[src/rtl/chip8_rom_loader.sv]
// Boot loader for a CHIP-8 system: writes the hex font into RAM, streams a program
// in from a ready/valid byte source, then releases the CPU from reset.
module chip8_rom_loader #(
  parameter logic [11:0] PROGRAM_BASE = 12'h200,
  parameter logic [11:0] FONT_BASE    = 12'h000
) (
  input  logic        clk,
  input  logic        reset,
  input  logic        in_valid,
  input  logic [7:0]  in_data,
  input  logic        in_last,
  output logic        in_ready,
  input  logic        reload,
  output logic        we,
  output logic [11:0] write_address,
  output logic [7:0]  d,
  output logic        cpu_reset,
  output logic        done,
  output logic [11:0] bytes_loaded
);

  localparam logic [1:0] S_FONT  = 2'd0;
  localparam logic [1:0] S_LOAD  = 2'd1;
  localparam logic [1:0] S_FLUSH = 2'd2;
  localparam logic [1:0] S_RUN   = 2'd3;

  localparam logic [6:0] FONT_LEN = 7'd80;

  // Glyphs 0..F, five rows each; byte 0 of the font sits in the top bits.
  localparam logic [639:0] FONT_ROM = {
    40'hF0909090F0, 40'h2060202070, 40'hF010F080F0, 40'hF010F010F0,
    40'h9090F01010, 40'hF080F010F0, 40'hF080F090F0, 40'hF010204040,
    40'hF090F090F0, 40'hF090F010F0, 40'hF090F09090, 40'hE090E090E0,
    40'hF0808080F0, 40'hE0909090E0, 40'hF080F080F0, 40'hF080F08080
  };

  logic [1:0]  state_q, state_d;
  logic [6:0]  font_idx_q, font_idx_d;
  logic [11:0] bytes_q, bytes_d;
  logic        we_q, we_d;
  logic [11:0] wa_q, wa_d;
  logic [7:0]  d_q, d_d;
  logic        cpu_reset_q, cpu_reset_d;
  logic        done_q, done_d;
  logic [9:0]  font_off;
  logic [11:0] prog_addr;

  assign in_ready = (state_q == S_LOAD);

  always_comb begin
    state_d    = state_q;
    font_idx_d = font_idx_q;
    bytes_d    = bytes_q;
    we_d       = 1'b0;
    wa_d       = wa_q;
    d_d        = d_q;
    font_off   = 10'd639 - {font_idx_q, 3'b000};
    prog_addr  = PROGRAM_BASE + bytes_q;

    case (state_q)
      S_FONT: begin
        // The cycle after the last font write is spent here so in_ready rises only once the font is complete.
        if (font_idx_q == FONT_LEN) begin
          state_d = S_LOAD;
        end else begin
          we_d       = 1'b1;
          wa_d       = FONT_BASE + {5'b00000, font_idx_q};
          d_d        = FONT_ROM[font_off -: 8];
          font_idx_d = font_idx_q + 7'd1;
        end
      end
      S_LOAD: begin
        if (in_valid) begin
          we_d    = 1'b1;
          wa_d    = prog_addr;
          d_d     = in_data;
          bytes_d = bytes_q + 12'd1;
          // Top of RAM ends the load so the address never wraps into the font.
          if (in_last || prog_addr == 12'hFFF) begin
            state_d = S_FLUSH;
          end
        end
      end
      S_FLUSH: begin
        state_d = S_RUN;
      end
      S_RUN: begin
        if (reload) begin
          state_d = S_LOAD;
          bytes_d = '0;
        end
      end
      default: begin
        state_d = S_FONT;
      end
    endcase

    cpu_reset_d = (state_d != S_RUN);
    done_d      = (state_d == S_RUN);
  end

  always_ff @(posedge clk) begin
    if (reset) begin
      state_q     <= S_FONT;
      font_idx_q  <= '0;
      bytes_q     <= '0;
      we_q        <= 1'b0;
      wa_q        <= '0;
      d_q         <= '0;
      cpu_reset_q <= 1'b1;
      done_q      <= 1'b0;
    end else begin
      state_q     <= state_d;
      font_idx_q  <= font_idx_d;
      bytes_q     <= bytes_d;
      we_q        <= we_d;
      wa_q        <= wa_d;
      d_q         <= d_d;
      cpu_reset_q <= cpu_reset_d;
      done_q      <= done_d;
    end
  end

  assign we            = we_q;
  assign write_address = wa_q;
  assign d             = d_q;
  assign cpu_reset     = cpu_reset_q;
  assign done          = done_q;
  assign bytes_loaded  = bytes_q;

endmodule

[config.mk]
export PLATFORM = sky130hd
export DESIGN_NAME = chip8_rom_loader
export DESIGN_NICKNAME = d
export VERILOG_FILES = /design/src/rtl/chip8_rom_loader.sv
export SDC_FILE = /design/constraint.sdc
export NUM_CORES = 1
export LEC_CHECK = 0
export CAP_MARGIN = 20
export CORE_ASPECT_RATIO = 0.7
export CORE_MARGIN = 3
export CORE_UTILIZATION = 44
export DETAILED_ROUTE_END_ITERATION = 10
export GPL_ROUTABILITY_DRIVEN = 0
export PLACE_DENSITY = 0.8
export SLEW_MARGIN = 10
export SYNTH_ARGS = -nofsm -noshare
export SYNTH_HDL_FRONTEND = slang
export SYNTH_SLANG_ARGS = --single-unit
[constraint.sdc]
create_clock -name clk -period 6.5 [get_ports clk]
set_clock_uncertainty 0.15 [all_clocks]
set_input_delay 1.3 -clock clk [delete_from_list [all_inputs] [get_ports clk]]
set_output_delay 1.3 -clock clk [all_outputs]
set_load 0.1 [all_outputs]
; ---- Word level (Yosys, flattened, before mapping)
; Index checks and enable logic that the tools add are counted.
[totals]
ff_bits = 44
elab_cells = 48
output_inout_bits = 36
inputBits = 13
[op_classes]
reduce_logical = 7
n_bitwise = 1
eq_ne = 10
add_sub_neg = 4
shift = 1
muxes = 17
[ops]
columns = cell, count
row1 = $shiftx A647 B11 Y8 const A, 1
row2 = $mux W12, 4
row3 = $pmux W12 S2, 2
row4 = $mux W8, 2
row5 = $pmux W8 S2, 1
row6 = $add A10 B12 Y12 const A, 1
row7 = $add A12 B1 Y12 const B, 1
row8 = $eq A12 B12 Y1 const B, 1
row9 = $sub A10 B10 Y10 const A, 1
row10 = $mux W2, 4
row11 = $ne A2 B2 Y1 const B, 4
row12 = $pmux W2 S4, 1
row13 = $add A7 B1 Y7 const B, 1
row14 = $eq A7 B7 Y1 const B, 1
row15 = $eq A2 B2 Y1 const B, 3
row16 = $reduce_and A3 Y1, 2
row17 = $reduce_bool A2 Y1, 2
row18 = $eq A2 B1 Y1 const B, 1
row19 = $logic_not A2 Y1, 1
row20 = $mux W1, 2
row21 = $pmux W1 S2, 1
row22 = $reduce_and A2 Y1, 1
row23 = $logic_or A1 B1 Y1, 1
row24 = $not A1 Y1, 1

; ---- Logic depth before layout (Yosys ltp)
; Gate-level depths: netlist of run 1.
[depth]
ltp_word = 7
mapped_depth = 9
ltp_nobuf = 7

; ---- Least setup slack after synthesis of run 1
; OpenSTA, ideal clock, no wires.
[synth_timing]
path_kind = reg2out
from = register state_q[1]
to = output port in_ready
arrival_time_ns = 1.283
required_ns = 5.050
path_buffers = 2
path_stages_with_launch = 6
path_slack_ns = 3.767
path_cell_list = dfxtp_1 buf_2 inv_1 nand2_1 clkinv_1 buf_2
[synth_via]
elab_chain_cells = 1
[synth_rtl]
columns = element, line_no
row1 = from (decl), 37  ; logic [1:0] state_q, state_d;
row2 = from (signal assigned), 113  ; state_q <= state_d;
row3 = $eq A2 B1 Y1, 48  ; assign in_ready = (state_q == S_LOAD);
row4 = to (decl), 12  ; output logic in_ready,
; No other way between the ends.

; ---- Worst setup path after layout of run 1
[layout_timing]
from = register state_q[0]
to = output port in_ready
; Same word-level chain as after synthesis.

==> results of run 1 <==
[metal layers]
layer	vias to the layer above	wire length, um	global-route usage [%]
li1	1098	-	-
met1	1041	3090	31.7
met2	91	2640	28.0
met3	6	434	4.73
met4	0	55	4.68
met5	-	0	0
[state kept, by name (all words and copies together) (netlist names)]
| name | cells |
|---|---|
| write_address | 12 |
| d | 8 |
| we | 1 |
| font_idx_q | 7 |
| bytes_loaded | 12 |
| state_q | 2 |
| done | 1 |
| cpu_reset | 1 |
[worst reg2reg max path: stages (launching register included)]
cell,delay [ps]
dfxtp_1,750
inv_1,260
ha_1,470
and2_1,200
a32oi_1,230
nor3_1,100
o311ai_1,320
a22o_1,170
[power by group]
group	leakage [nW]	internal, mW	switching [mW]
combinational	0.665	0.0330	0.0602
sequential	0.357	0.275	0.00773
clock	0.0552	0.114	0.0866
total	1.08	0.422	0.155
[how the worst max path moves through the flow]
stage / end / slack (ps) / startpoint / depth (start not counted)
finish: in_ready / 2300 / state_q[0] / 3
global route: in_ready / 2150 / state_q[0] / 3
CTS: in_ready / 2320 / state_q[0] / 3
detailed placement: in_ready / 2640 / state_q[0] / 3
global placement: in_ready / 2750 / state_q[0] / 3
floorplan: in_ready / 3770 / state_q[1] / 5
[layout make-up]
cell class                      count  area share, %
Sequential cell                    44           29.5
Multi-Input combinational cell    210           46.1
Timing Repair Buffer               48           16.1
Clock inverter                      2           1.17
Tap cell                           69           2.89
Clock buffer                        6           2.43
Inverter                           15           1.88
[stage by stage]
step	instances	area, um2	hold WS (ps)	power (mW)	utilization [%]
after floorplan	287	2410	360	0.358	-
after global placement	386	2880	288	0.380	57.4
after detailed placement	386	2880	293	0.381	57.4
after CTS	394	2990	311	0.582	59.6
after global routing	394	2990	345	0.601	59.6
final	394	2990	304	0.577	59.6
[cell families (layout without fill, tap and decap cells)]
group / Yosys count / in the layout / synth area share [%]
DFF: 44 / 44 / 36.6
adders and majority gates: 11 / 11 / 5.71
AOI/OAI and AO/OA: 71 / 71 / 21.0
buffers and inverters: 33 / 71 / 6.23
and+or+nand+nor: 106 / 106 / 22.2
xor gates and xnor gates: 18 / 18 / 6.55
muxes: 4 / 4 / 1.71
[layout by cell type (no fill, tap or decap), types with 8 or more instances in the layout]
cell              n
nand2_1          28
inv_1            14
o21ai_0          15
clkdlybuf4s50_1  48
a22o_1           10
a21oi_1          12
nand3_1          10
nor2b_1           8
ha_1             11
xnor2_1           9
nor2_1           27
dfxtp_1          44
nor3_1            9
xor2_1            9
==> impl_results.md, run 1 <==
* Outcome: completed
* R2r endpoint: d[6]
* Crit end category: output pin
* Async SR Flop Fraction at 0%
* Routed wire per std cell at 15.8 um
* Share of cells above drive strength 1 at 4.31%
* Routed wire length at 6220 um
* WP buf/inv at 2
* HPWL Detailed at 4590 um
* Largest net degree at the start of global routing at 30
* Die Y at 67.9 um
* CTS clk-pin slew, worst paths at 80 ps
* P_leak at 1.08 nW
* Worst Path Max Fanout at 17
* CORE AREA at 5020 um2
* Routed vias/inst at 5.68
* Slew Viols, Final at 0
* Main synth FF type: dfxtp_1
* TritonCTS buffer count at 5
* Worst-case clock buffer depth at 2
* Detail Route Antenna Nets at 0
* # rows at 21
* Most frequent cells after synthesis: dfxtp_1, nand2_1, nor2_1
* Final routed DRC violation total at 0
* Average size of a mapped cell at 8.39 um2
* Filler cells at 442
* Worst path slowest cell: clkdlybuf4s50_1
* CTS root buffer: clkbuf_8
* Reg-to-reg startpoint: font_idx_q[4]
* Synth area leaders: dfxtp_1, ha_1, nand2_1, nor2_1, a22o_1
* Skew-Pair Late Insertion Delay at 290 ps
* GRT Util Overall at 20.4%
* Synth Instances at 287
* Die area at 6410 um2
* Register area share after synthesis at 36.6%
* Worst hold path class: reg -> reg
* Crit path kind: reg -> out
* Unrepaired setup endpoints after global routing: no
* Area Overhead vs Synth at 24.1%
* Vias at 2236
* Die width at 94.4 um
* Endpoints failing hold at 0
* CP Data Required Time at 5050 ps
* Seq cells post-synth at 44
* Reg2Reg Setup Slack at 3800 ps
* PD cells at 193 nW/um2
* Post-synth cell types at 55
* YS warnings at 0
* Startpoint class of the critical path: flop
* Hold buffer count at CTS at 0
* Clock Sinks at 44
* Slew @ Worst Pin at 987 ps
* Yosys top cell area share at 36.6%
* Starting Density at 48.0%
* Hold Path Sink: write_address[2]
* Final worst slack at 2300 ps
* Max-cap violations at 0
* First-pass DRT Iterations at 6
* Fmax at 238 MHz
* FF/Latch Area at 881 um2
* Area leader, netlist: dfxtp_1
* Hold path cells at 2
* WP data arrival at 2750 ps
* TNS Setup at 0 ps
* Min Tclk post-route at 4200 ps
* Antenna diodes at 0
* CTS tree: built
* I/O Pins at 49
* Vias in the first global route at 2001
* Crit-path cells: nand2_1 -> clkinv_1 -> clkdlybuf4s50_1
* Setup repair bufs after CTS at 0
* Initial antenna violation count at 0
* Post-Synthesis Cell Area at 2410 um2
* NumNets Final at 348
* Setup WS pre-CTS at 2640 ps
* Max IR drop VDD at 0.000121 V
* Cells on worst reg2reg path at 7
* Final Setup Violations at 0
* Worst stage delay on the critical path at 1210 ps
* IO buf count at 48
* Hold wc startpoint: write_address[2]
* Post-CTS sizing at 0
* Slew margin rel. at 34.0%
* Htree depth at 2
* Multi-input gate area at 1380 um2
* Grt total ovfl at 0
* Syn nets at 311
* Fin crit share at 64.6%
* EDFF count, synth at 0
* DR iter-0 viols at 278
* Top delay family on crit path: buffers and inverters
* Most numerous cell in the Yosys netlist: dfxtp_1
* First-pass GRT wire length at 10100 um
Power figures use the tool's default switching activity.
==> inputs of run 2 (changes only) <==
Clock period 6.5 ns to 4.3 ns, I/O delays scaled along.
==> run 2 against run 1 <==
Worst setup slack got worse by 1100 ps. Total power is 47% higher. Die area did not move. Routed wire length down 0.11%. Sequential power up 51%. Flip-flop and latch count stayed put. Critical endpoint unchanged.
==> impl_results.md, run 2 (synthesized netlist as in run 1, its figures left out) <==
* Share of cells above drive strength 1 at 4.92% (was 4.31%)
* PD cells at 284 nW/um2 (was 193 nW/um2)
* WP buf/inv at 3 (was 2)
* Crit-path cells: inv_1 -> nand2_1 -> clkinv_1 -> buf_4 (was nand2_1 -> clkinv_1 -> clkdlybuf4s50_1)
* Crit path depth at 4 (was 3)
* First-pass GRT wire length at 10000 um (was 10100 um)
* Final core utilization at 59.3% (was 59.6%)
* Outcome: completed (unchanged)
* Max IR drop VDD at 0.000147 V (was 0.000121 V)
* Met1 global-route usage at 30.6% (was 31.7%)
* Routed wire per std cell at 15.8 um (about the same)
* Die width at 94.4 um (unchanged)
* Fmax at 327 MHz
* HPWL Detailed at 4630 um (was 4590 um)
* Reg-to-reg startpoint: font_idx_q[4] (unchanged)
* IO buf count at 48 (unchanged)
* Worst-case clock buffer depth at 2 (unchanged)
* Initial antenna violation count at 0 (unchanged)
* Skew-Pair Late Insertion Delay at 300 ps (was 290 ps)
* WP data arrival at 2040 ps (was 2750 ps)
* Placed cells at 386 (unchanged)
* First-pass DRT Iterations at 4 (was 6)
* Min Tclk post-route at 3050 ps
* Hold path cells at 2 (unchanged)
* Die Y at 67.9 um (unchanged)
* Cells on worst reg2reg path at 7 (unchanged)
* Filler cells at 454 (was 442)
* Post-CTS sizing at 0 (unchanged)
* Antenna diodes at 0 (unchanged)
* Critical Path Source: state_q[1] (was state_q[0])
* Fin crit share at 71.0%
* CTS root buffer: clkbuf_8 (unchanged)
* Area Overhead vs Synth at 23.6% (was 24.1%)
* Starting Density at 48.0% (unchanged)
* NumNets Final at 348 (unchanged)
* I/O Pins at 49 (unchanged)
* # rows at 21 (unchanged)
* Hold wc startpoint: write_address[1] (was write_address[2])
* FF/Latch Area at 881 um2 (unchanged)
* Vias at 2201 (was 2236)
* Grt total ovfl at 0 (unchanged)
* Top delay family on crit path: buffers and inverters (unchanged)
* Final Setup Violations at 0 (unchanged)
* Worst path slowest cell: dfxtp_1 (was clkdlybuf4s50_1)
* Worst Path Max Fanout at 17 (unchanged)
* Detail Route Antenna Nets at 0 (unchanged)
* Most common cell after layout, fill and taps aside: clkdlybuf4s50_1 (unchanged)
* Slew @ Worst Pin at 986 ps (was 987 ps)
* Setup repair bufs after CTS at 0 (unchanged)
* Endpoints failing hold at 0 (unchanged)
* CTS tree: built (unchanged)
* Slew Viols, Final at 0 (unchanged)
* Clock Sinks at 44 (unchanged)
* TNS Setup at 0 ps (unchanged)
* Largest net degree at the start of global routing at 30 (unchanged)
* Non-filler cells, final at 394 (unchanged)
* Routing usage on met2 at 28.7% (was 28.0%)
* Startpoint class of the critical path: flop (unchanged)
* Hold buffer count at CTS at 0 (unchanged)
* GRT Util Overall at 20.0% (was 20.4%)
* Commonest cells after routing, fill and taps aside: clkdlybuf4s50_1, dfxtp_1, nand2_1 (unchanged)
* Final routed DRC violation total at 0 (unchanged)
* Multi-input gate area at 1380 um2 (unchanged)
* Slew margin rel. at 34.1% (was 34.0%)
* DR iter-0 viols at 256 (was 278)
* CTS clk-pin slew, worst paths at 90 ps (was 80 ps)
* Worst stage delay on the critical path at 530 ps (was 1210 ps)
* Routed vias/inst at 5.59 (was 5.68)
* Max-cap violations at 0 (unchanged)
* Unrepaired setup endpoints after global routing: no (unchanged)
* TritonCTS buffer count at 5 (unchanged)
* Most Crowded Layer GR: met1 (unchanged)
* P_leak at 1.07 nW (was 1.08 nW)
* Die area at 6410 um2 (unchanged)
* Crit path kind: reg -> out (unchanged)
* Vias in the first global route at 1982 (was 2001)
* CORE AREA at 5020 um2 (unchanged)
* Htree depth at 2 (unchanged)
* Worst hold path class: reg -> reg (unchanged)
* CP Data Required Time at 3290 ps (was 5050 ps)
* Routed wire length at 6210 um (was 6220 um)
* M3 GR Usage at 4.40% (was 4.73%)
* Crit end category: output pin (unchanged)
* Reg2Reg Setup Slack at 1610 ps (was 3800 ps)
## run 2: cell count changes in the layout (fill, tap and decap cells not counted), sizes merged
cell	previous run	this run
clkinv	2	1
bufinv	1	0
clkdlybuf4s50	48	47
buf	0	1
clkinvlp	0	2
## run 2: worst paths after layout
kind                                          to
worst max-delay path                    in_ready
worst min-delay path            write_address[1]
worst max register to register              d[6]
worst min register to register  write_address[1]
## run 2: report_power, final
group / internal [mW] / switching, mW / total [mW]
registers: 0.416 / 0.0119 / 0.428
logic: 0.0501 / 0.0921 / 0.142
clock network: 0.130 / 0.146 / 0.276
total: 0.596 / 0.250 / 0.846
## run 2: tightest hold or removal path: cells and delay by family (launching register included)
kind            cells  cell delay [ps]
flops               1              340
simple gates        1               50
compound gates      1               60
## run 2: final cells by class
type	instances	share of cell area, %
Multi-Input combinational cell	210	46.3
Tap cell	69	2.90
Sequential cell	44	29.6
Clock buffer	6	2.77
Inverter	15	1.89
Clock inverter	2	0.504
Timing Repair Buffer	48	16.1
## run 2: per-layer routing
metal	vias to the layer above	routed length (um)	share of wire (%)
met5	-	0	0
met4	0	45	0.72
met3	5	474	7.6
met2	72	2600	42
met1	1029	3090	50
li1	1095	-	-
## run 2: metrics by stage
step / power [mW] / hold WS (ps) / cell area (um2) / setup slack (ps)
floorplan: 0.540 / 360 / 2410 / 2010
global route: 0.879 / 347 / 2980 / 1100
detailed placement: 0.578 / 304 / 2880 / 1400
finish: 0.846 / 325 / 2980 / 1250
global placement: 0.575 / 289 / 2880 / 1460
CTS: 0.847 / 326 / 2980 / 1290
